File: config.mk
export PLATFORM = sky130hd
export DESIGN_NAME = sprite_rom_arbiter
export DESIGN_NICKNAME = d
export VERILOG_FILES = /design/src/rtl/sprite_rom_arbiter_pkg.sv /design/src/rtl/sprite_rom_arbiter.sv
export SDC_FILE = /design/constraint.sdc
export NUM_CORES = 1
export LEC_CHECK = 0
export CORE_MARGIN = 1.5
export CORE_UTILIZATION = 33
export CTS_CLUSTER_SIZE = 24
export DETAILED_ROUTE_END_ITERATION = 7
export MAX_ROUTING_LAYER = met4
export PLACE_DENSITY = 0.83
export SLEW_MARGIN = 20
export SYNTH_ARGS = -nofsm -noshare
export SYNTH_HDL_FRONTEND = slang
export SYNTH_SLANG_ARGS = --single-unit
File: constraint.sdc
create_clock -name CLK -period 1.7 [get_ports CLK]
set_clock_uncertainty 0.15 [all_clocks]
set_input_delay 0.17 -clock CLK [delete_from_list [all_inputs] [get_ports CLK]]
set_output_delay 0.17 -clock CLK [all_outputs]
set_load 0.01 [all_outputs]
File: src/rtl/sprite_rom_arbiter_pkg.sv
// Shared sprite definitions: arbiter FSM states and requester identifiers.
package sprite_rom_arbiter_pkg;

  typedef enum logic [1:0] {
    IDLE   = 2'd0,
    LOCK_A = 2'd1,
    LOCK_B = 2'd2
  } arb_state_t;

  localparam logic REQ_A = 1'b0;
  localparam logic REQ_B = 1'b1;

endpackage

File: src/rtl/sprite_rom_arbiter.sv
// Two-requester read arbiter in front of a single sprite RAM with one-cycle read latency.
// Round-robin on ties, with optional locked bursts of up to BURST_MAX beats.
module sprite_rom_arbiter
  import sprite_rom_arbiter_pkg::*;
#(
  parameter int ADDR_W    = 10,
  parameter int DATA_W    = 9,
  parameter int BURST_MAX = 32
) (
  input  logic              CLK,
  input  logic              RST,
  input  logic              req_a_valid,
  input  logic [ADDR_W-1:0] req_a_addr,
  input  logic              req_a_lock,
  output logic              req_a_ready,
  output logic              rsp_a_valid,
  output logic [DATA_W-1:0] rsp_a_data,
  input  logic              req_b_valid,
  input  logic [ADDR_W-1:0] req_b_addr,
  input  logic              req_b_lock,
  output logic              req_b_ready,
  output logic              rsp_b_valid,
  output logic [DATA_W-1:0] rsp_b_data,
  output logic [ADDR_W-1:0] mem_addr,
  input  logic [DATA_W-1:0] mem_data
);

  localparam int CNT_W = $clog2(BURST_MAX + 1);
  localparam logic [CNT_W-1:0] BURST_LAST = CNT_W'(BURST_MAX);

  arb_state_t        state_q, state_d;
  logic [CNT_W-1:0]  beat_q, beat_d, beat_inc;
  logic              last_q, last_d;
  logic [ADDR_W-1:0] addr_q;
  logic              gnt_a, gnt_b, xfer_lock;
  logic              rsp_a_q, rsp_b_q;

  // Grant only ever asserts alongside the matching valid, so grant doubles as ready.
  always_comb begin
    gnt_a = 1'b0;
    gnt_b = 1'b0;
    if (!RST) begin
      case (state_q)
        IDLE: begin
          if (req_a_valid && req_b_valid) begin
            gnt_a = (last_q == REQ_B);
            gnt_b = (last_q == REQ_A);
          end else begin
            gnt_a = req_a_valid;
            gnt_b = req_b_valid;
          end
        end
        LOCK_A:  gnt_a = req_a_valid;
        LOCK_B:  gnt_b = req_b_valid;
        default: ;
      endcase
    end
  end

  assign req_a_ready = gnt_a;
  assign req_b_ready = gnt_b;
  assign mem_addr    = gnt_a ? req_a_addr : (gnt_b ? req_b_addr : addr_q);

  // IDLE and LOCK share one transfer path: the counter is 0 in IDLE, so +1 gives beat 1.
  always_comb begin
    state_d   = state_q;
    beat_d    = beat_q;
    last_d    = last_q;
    xfer_lock = gnt_a ? req_a_lock : req_b_lock;
    beat_inc  = beat_q + 1'b1;
    if (gnt_a || gnt_b) begin
      last_d = gnt_a ? REQ_A : REQ_B;
      if (xfer_lock && (beat_inc != BURST_LAST)) begin
        state_d = gnt_a ? LOCK_A : LOCK_B;
        beat_d  = beat_inc;
      end else begin
        state_d = IDLE;
        beat_d  = '0;
      end
    end
  end

  always_ff @(posedge CLK) begin
    if (RST) begin
      state_q <= IDLE;
      beat_q  <= '0;
      last_q  <= REQ_B;
      addr_q  <= '0;
      rsp_a_q <= 1'b0;
      rsp_b_q <= 1'b0;
    end else begin
      state_q <= state_d;
      beat_q  <= beat_d;
      last_q  <= last_d;
      if (gnt_a || gnt_b) addr_q <= mem_addr;
      rsp_a_q <= gnt_a;
      rsp_b_q <= gnt_b;
    end
  end

  assign rsp_a_valid = rsp_a_q;
  assign rsp_b_valid = rsp_b_q;
  assign rsp_a_data  = rsp_a_q ? mem_data : '0;
  assign rsp_b_data  = rsp_b_q ? mem_data : '0;

endmodule

## Yosys cells after proc, flatten, opt, wreduce, memory -nomap -nowiden

Cells that the tools add are included.

| operators by class | value |
|---|---|
| $add $sub $neg | 1 |
| equal/unequal tests | 3 |
| muxes and demuxes | 15 |
| bitwise gates (word level) | 1 |
| reduce and logical (&&, ||, !) cells | 4 |

Operator list:

| kind | count |
|---|---|
| $mux W10 | 2 |
| $mux W9 | 2 |
| $add A6 B1 Y6 const B | 1 |
| $mux W1 | 6 |
| $mux W6 | 1 |
| $ne A6 B6 Y1 const B | 1 |
| $mux W2 | 2 |
| $pmux W1 S2 | 2 |
| $eq A2 B1 Y1 const B | 1 |
| $eq A2 B2 Y1 const B | 1 |
| $logic_and A1 B1 Y1 | 2 |
| $logic_not A2 Y1 | 1 |
| $logic_or A1 B1 Y1 | 1 |
| $not A1 Y1 | 1 |

| storage, ports and cells | value |
|---|---|
| bits in registers | 21 |
| bits of input ports | 35 |
| output and inout bits | 32 |
| logic and storage cells | 30 |

## Depth between registers and ports, before layout

Gate-level depths: netlist of run 1.

| depth | value |
|---|---|
| word-level depth | 7 |
| gate-level depth with buffers | 8 |
| mapped depth without buffers | 6 |

## Worst setup path before layout of run 1

OpenSTA, ideal clock, no wires.

| path | value |
|---|---|
| kind | reg-to-output |
| start | reg state_q[1] |
| end | out mem_addr[0] |
| arrival time | 1.457 ns |
| required time | 1.380 ns |
| slack | -0.077 ns |
| cell stages (with the launch flop) | 8 |
| buffers on the path | 3 |
| cell sequence | dfxtp_1 nand2b_4 buf_6 a21o_1 buf_6 buf_8 a222oi_1 inv_1 |

| on the way | value |
|---|---|
| cells in the longest elaborated chain, start to end | 5 |
| elaborated cells on any way between the ends | 9 |
| those cells by class | eq/ne (2); mux (6); reduce/logical (1) |

Ends and longest elaborated chain:

| element | line | source |
|---|---|---|
| from (decl) | sprite_rom_arbiter.sv:31 | `arb_state_t state_q, state_d;` |
| from (signal assigned) | sprite_rom_arbiter.sv:92 | `state_q <= state_d;` |
| $eq A2 B2 Y1 / $logic_not A2 Y1 (equally long branches) | sprite_rom_arbiter.sv:43 | `case (state_q)` |
| $pmux W1 S2 | sprite_rom_arbiter.sv:43 |  |
| $mux W1 | sprite_rom_arbiter.sv:42 | `if (!RST) begin` |
| $mux W10 | sprite_rom_arbiter.sv:62 | `assign mem_addr = gnt_a ? req_a_addr : (gnt_b ? req_b_addr : addr_q);` |
| $mux W10 (*) | sprite_rom_arbiter.sv:62 |  |
| to (decl) | sprite_rom_arbiter.sv:24 | `output logic [ADDR_W-1:0] mem_addr,` |

Mark *: on every way between the ends. The rest lies on a longest branch, timed or not.

## Worst setup path in the final report of run 1

| path | value |
|---|---|
| start | reg state_q[1] |
| end | out mem_addr[6] |

The elaborated chain is that of the path after synthesis.

==> impl_metrics.toml, run 1 <==
[detailed_routing]
wl_per_cell_um = 16.4
viasPerCell = 5.11
vias = 1461
ant_nets = 0
drcViolationCount = 0
drt_first_pass_iters = 6
drt_wl_total_mm = 4.69
drtIter0Drc = 62

[floorplan]
die_area_mm2 = 0.00377
io_pins = 67
start_util_pct = 34.0
die-height_um = 61.4
rows = 21
die_width_um = 61.4
core_area_mm2 = 0.00331

[timing]
hold_viol_final = 0
final_critical_path_setup_slack_ns = -0.517
max_slew_margin_pct = 70.2
period_needed_ns = 2.22
tightest_slew_ns = 0.446
finalSetupTns_ns = -5.71
final.period_utilization_pct = 130
rsz0062_at_grt = "yes"
final_max_slew_viol_count = 0
fmax_mhz = 451
setup_viol = 23

[setup_path]
end_kind = "primary output"
cp.arrival_ns = 1.90
critPathKind = "reg -> out"
start_kind = "register"
reg2reg_to = "beat_q[5]"
r2r-start = "state_q[0]"
r2r_setup_slack_ns = -0.18
ff2ff_path_depth = 8
required_ns = 1.38
cp_max_fo = 5

[power_and_ir_drop]
p_seq_share_pct = 42.6
power_frac_clock_pct = 19.0
p_int_w = 0.000893
p_leak_nw = 1.30
switchingPower_w = 0.000388
swShare_pct = 30.3
vdd_drop_max_v = 0.000518
power_density_mw_per_mm2 = 558
pwr-share-comb_pct = 38.4

[yosys]
synth_area_mm2 = 0.00112
synth-compound-area-share_pct = 19.1
yosys_register_bits = 21
synth_cell_types = 36
async_flop_share_pct = 0
yosysWarnings = 0
synth_adder_area_share_pct = 1.11
synth_xor_area_share_pct = 0
post_synth_and_or_nand_nor_area_fraction_pct = 32.1
muxShareOfSynthArea_pct = 0.890
syn_avg_cell_area_um2 = 8.39
synth_top_family_by_area = "simple AND/OR/NAND/NOR gates"
synth-edff-count = 0
synth_ff_type = "dfxtp_1"
synth_nets = 170
netlist_instances = 134
seq_area_frac_synth_pct = 37.4

[finish]
ff_latch_area_um2 = 437
final_cell_mix = "31 x clkdlybuf4s50_1, 28 x buf_4, 19 x and2_1"
num-nets-final = 277
mostFrequentLayoutCell = "clkdlybuf4s50_1"
layout-drive-gt1-share_pct = 38.3
diodes = 0
num-fill-cells = 258
multi_input_area_um2 = 708
syn2layout_area_growth_pct = 104
final_cell_area_mm2 = 0.00230

[job]
maxCapViolations = 0

[grt]
gr-total-overflow = 0
grt_max_degree = 15
grt_pass1_vias = 1447
grt_pass1_wl_mm = 6.70
antenna_found_initial = 0
grt_use_total_pct = 24.9

[clocking]
cts.sink_count = 21
htreeDepth = 1
worstSkewPairLatency_ns = 0.31
cts-root-buf = "clkbuf_4"
cts_buffers = 3
cts_tree = "yes"
clkTransAtPathRegs_ns = 0.12
clock_path_buffers = 2

[status]
violations = "setup timing"
status = "complete, but fails checks"

[min_path]
worstHoldStart = "req_a_valid"
hp-class = "in -> reg"
holdPathStages = 4
whs_endpoint = "rsp_a_valid"

[place]
globalplace.congestion = 0.790
hpwlAfterDp_mm = 2.49
placed_cell_area_mm2 = 0.00196
port_buffers = 66
[synthesized netlist by cell type, types with 2 or more instances]
cell | count | share of area (%)
o31ai_1 | 2 | 1.3
nor2_1 | 11 | 3.7
and2_1 | 19 | 11
dfxtp_1 | 21 | 37
o21ai_0 | 4 | 1.8
nor3_1 | 4 | 1.8
buf_2 | 3 | 1.3
a211oi_1 | 2 | 1.3
nand3_1 | 7 | 3.1
nand2_1 | 12 | 4.0
inv_1 | 12 | 4.0
a21oi_1 | 2 | 0.89
a22oi_1 | 2 | 1.3
buf_6 | 2 | 2.0
a222oi_1 | 10 | 8.9
[final cells by class]
cell class / count / area share, %
clock buffer: 4 / 1.14
inverter: 13 / 2.13
multi-input combinational: 93 / 30.8
sequential: 21 / 19.0
tap: 46 / 2.51
timing repair buffer: 109 / 44.4
[sequential cells by signal (all words and copies together) (netlist names)]
signal       cells
beat_q           6
last_q           1
rsp_a_valid      1
state_q          2
addr_q          10
rsp_b_valid      1
[critical path, stage by stage, from the launching register on]
cell	delay, ns
dfxtp_2	0.34
and2b_2	0.25
a211oi_4	0.09
buf_6	0.15
buf_6	0.11
a222oi_1	0.40
inv_1	0.09
buf_2	0.15
[layer usage]
metal	wire length, um	global-route usage, %
met1	1790	27.6
met2	2480	43.2
met3	226	3.57
met4	199	12.8
met5	0	-
[cell families (layout without fill, tap and decap cells)]
group / count (synthesis) / in the layout
AND/OR/NAND/NOR: 65 / 65
AO/OA/AOI/OAI: 26 / 26
flip-flops: 21 / 21
buffers and inverters: 20 / 126
adder cells (fa/ha/maj): 1 / 1
multiplexers: 1 / 1
[per-stage QoR]
stage          power [W]  worst slack (ns)  utilization (%)  hold WS (ns)  cells
2_1_floorplan   0.000710           -0.0360                -         0.184    134
3_3_place_gp    0.000945            -0.690             59.3         0.325    262
3_5_place_dp    0.000953            -0.737             59.3         0.342    262
4_1_cts          0.00130            -0.428             69.5         0.250    296
5_1_grt          0.00134            -0.610             69.4         0.286    286
6_report         0.00128            -0.517             69.4         0.279    286
[power by group through the flow]
stage | registers, W | clock network, W | logic [W]
final | 0.000545 | 0.000244 | 0.000492
after CTS | 0.000544 | 0.000247 | 0.000512
after floorplan | 0.000548 | 0 | 0.000162
after global routing | 0.000548 | 0.000266 | 0.000529
after global placement | 0.000551 | 0 | 0.000393
after detailed placement | 0.000552 | 0 | 0.000401
[worst max-delay path by stage]
stage	from	endpoint	cells past startpoint
global route	state_q[1]	mem_addr[4]	7
finish	state_q[1]	mem_addr[6]	7
CTS	state_q[0]	mem_addr[4]	7
floorplan	state_q[1]	mem_addr[0]	7
detailed placement	req_b_valid	mem_addr[1]	6
global placement	req_b_valid	mem_addr[3]	6
[repair_timing]
| action | in CTS | in global routing |
|---|---|---|
| hold buffers | 0 | 0 |
| gates resized for setup | 99 | 36 |
| cloned | 2 | 0 |
| setup buffers | 31 | 10 |
| pin swaps | 17 | 20 |
| setup endpoints to repair | 36 | 44 |
| hold endpoints to repair | 0 | 0 |
Note: power is estimated with default switching activity, not from simulation.
==> run 2: changes to the inputs <==
Settings changed: SKIP_LAST_GASP set to 1.
==> run 2 against run 1 <==
The run still ends with setup timing left. Non-clock buffer count up 11. Register-to-register slack worse by 0.17 ns. Flip-flop and latch count unchanged. Critical path depth unchanged. Sequential power about the same. Setup slack better by 0.0088 ns. Core utilization up 1.5 points. First-iteration DRC count up 40%. Count of clock-buffer cells in the layout unchanged. Via count unchanged. Total power up 2.4%. Critical endpoint unchanged.
==> impl_metrics.toml, run 2 (synthesis results as in run 1) <==
[power_and_ir_drop]
power_frac_clock_pct = 18.8
p_seq_share_pct = 41.4
p_int_w = 0.000922
p_leak_nw = 1.29
vdd_drop_max_v = 0.000436
switchingPower_w = 0.000390
power_density_mw_per_mm2 = 559
pwr-share-comb_pct = 39.8
swShare_pct = 29.7

[clocking]
cts_tree = "yes"
htreeDepth = 1
cts.sink_count = 21
cts-root-buf = "clkbuf_4"
clock_path_buffers = 2
cts.hold.buffers_added = 0
cts_buffers = 3
worstSkewPairLatency_ns = 0.31
clkTransAtPathRegs_ns = 0.12

[setup_path]
cp.depth = 7
end_kind = "primary output"
crit_chain = "and2b_2 > a211oi_4 > buf_6 > buf_4 > a222oi_1 > inv_1 > buf_2"
cp-endpoint = "mem_addr[6]"
crit_path_start = "state_q[1]"
r2r-start = "state_q[0]"
r2r_setup_slack_ns = -0.35
required_ns = 1.38
cp.arrival_ns = 1.89
slowest_delay_ns = 0.38
cp_top_family = "buffers and inverters"
ff2ff_path_depth = 11
reg2reg_to = "addr_q[8]"
crit_slowest_cell = "a222oi_1"
path_buf_inv = 4
start_kind = "register"
cp_max_fo = 5
critPathKind = "reg -> out"

[grt]
antenna_found_initial = 0
grt_max_degree = 15
grt_pass1_vias = 1385
grt_pass1_wl_mm = 6.34
grt_use_total_pct = 23.1
gr-total-overflow = 0

[place]
port_buffers = 66
globalplace.congestion = 0.790
hpwlAfterDp_mm = 2.49

[floorplan]
core_area_mm2 = 0.00331
die_area_mm2 = 0.00377
die_width_um = 61.4
rows = 21
die-height_um = 61.4
start_util_pct = 34.0
io_pins = 67

[timing]
final.period_utilization_pct = 130
tightest_slew_ns = 0.418
rsz0062_at_grt = "yes"
final_max_slew_viol_count = 0
setup_viol = 23
period_needed_ns = 2.21
final_critical_path_setup_slack_ns = -0.508
hold_viol_final = 0
finalSetupTns_ns = -6.18
fmax_mhz = 453
max_slew_margin_pct = 72.1

[finish]
layout-drive-gt1-share_pct = 37.8
syn2layout_area_growth_pct = 108
diodes = 0
num-nets-final = 288
largest_reg_flops = 10
mostFrequentLayoutCell = "buf_4"
reg_top3 = "addr_q: 10 flops, beat_q: 6 flops, state_q: 2 flops"
final_cell_mix = "41 x buf_4, 35 x clkdlybuf4s50_1, 19 x and2_1"
fin_util_pct = 70.8
top_register = "addr_q"

[detailed_routing]
drt_first_pass_iters = 5
drt_wl_total_mm = 4.37
vias = 1461
ant_nets = 0
drcViolationCount = 0
drtIter0Drc = 87
wl_per_cell_um = 14.7
viasPerCell = 4.92

[status]
status = "complete, but fails checks"
violations = "setup timing"

[job]
maxCapViolations = 0

[min_path]
hp-class = "in -> reg"
holdPathStages = 3
-- run 2: cell count changes in the layout (fill, tap and decap cells not counted), moves of 2 or more --
cell             previous run  this run
dlymetal6s2s_1             18        14
buf_4                      28        41
nor2_1                      5         9
nor2_2                      5         2
dfxtp_1                    12        14
o31ai_2                     2         0
buf_6                      15        13
clkdlybuf4s50_1            31        35
dfxtp_2                     7         5
-- run 2: per-stage QoR --
stage                     hold WS [ns]  instances  total power (W)  area (um^2)  setup WS [ns]
after floorplan                  0.184        134         0.000710         1130        -0.0360
after global placement           0.325        262         0.000945         1960         -0.690
after detailed placement         0.342        262         0.000953         1960         -0.737
after CTS                        0.250        296          0.00129         2280         -0.428
after global routing             0.324        297          0.00138         2340         -0.620
final                            0.284        297          0.00131         2340         -0.508
-- run 2: area by class of cell --
cell class	count	area, um^2
repair buffers	120	1080
fillers	244	966
multi-input cells	93	694
flip-flops and latches	21	434
well taps	46	57.6
inverters	13	48.8
clock buffers	4	26.3
-- run 2: worst min path at each step --
stage                  start          end  slack [ns]
2_1_floorplan  req_a_addr[0]    addr_q[0]        0.18
3_3_place_gp       beat_q[2]    beat_q[2]        0.32
3_5_place_dp       beat_q[2]    beat_q[2]        0.34
4_1_cts          req_a_valid  rsp_a_valid        0.25
5_1_grt                  RST  rsp_a_valid        0.32
6_report                 RST  rsp_b_valid        0.28
-- run 2: what timing repair did --
action | in CTS | in global routing
pin swaps | 17 | 19
setup endpoints to repair | 36 | 41
gates cloned | 2 | 0
resized for setup | 93 | 23
buffers inserted | 31 | 11
-- run 2: power groups by stage --
| stage | Sequential [W] | Combinational, W | Clock [W] |
|---|---|---|---|
| after floorplan | 0.000548 | 0.000162 | 0 |
| after global placement | 0.000551 | 0.000393 | 0 |
| after detailed placement | 0.000552 | 0.000401 | 0 |
| after CTS | 0.000544 | 0.000500 | 0.000247 |
| after global routing | 0.000546 | 0.000562 | 0.000275 |
| final | 0.000543 | 0.000522 | 0.000247 |
-- run 2: routing by layer --
layer / track usage, % / vias up / part of all wire, %
met5: - / - / 0
met4: 5.47 / 0 / 2.0
met2: 41.6 / 52 / 53
li1: - / 712 / -
met3: 2.73 / 11 / 4.1
met1: 27.4 / 686 / 40
-- run 2: tightest hold or removal path, cell delays in order --
cell and delay (ns):
dlygate4sd2_1 0.34, buf_4 0.17, a211oi_1 0.04
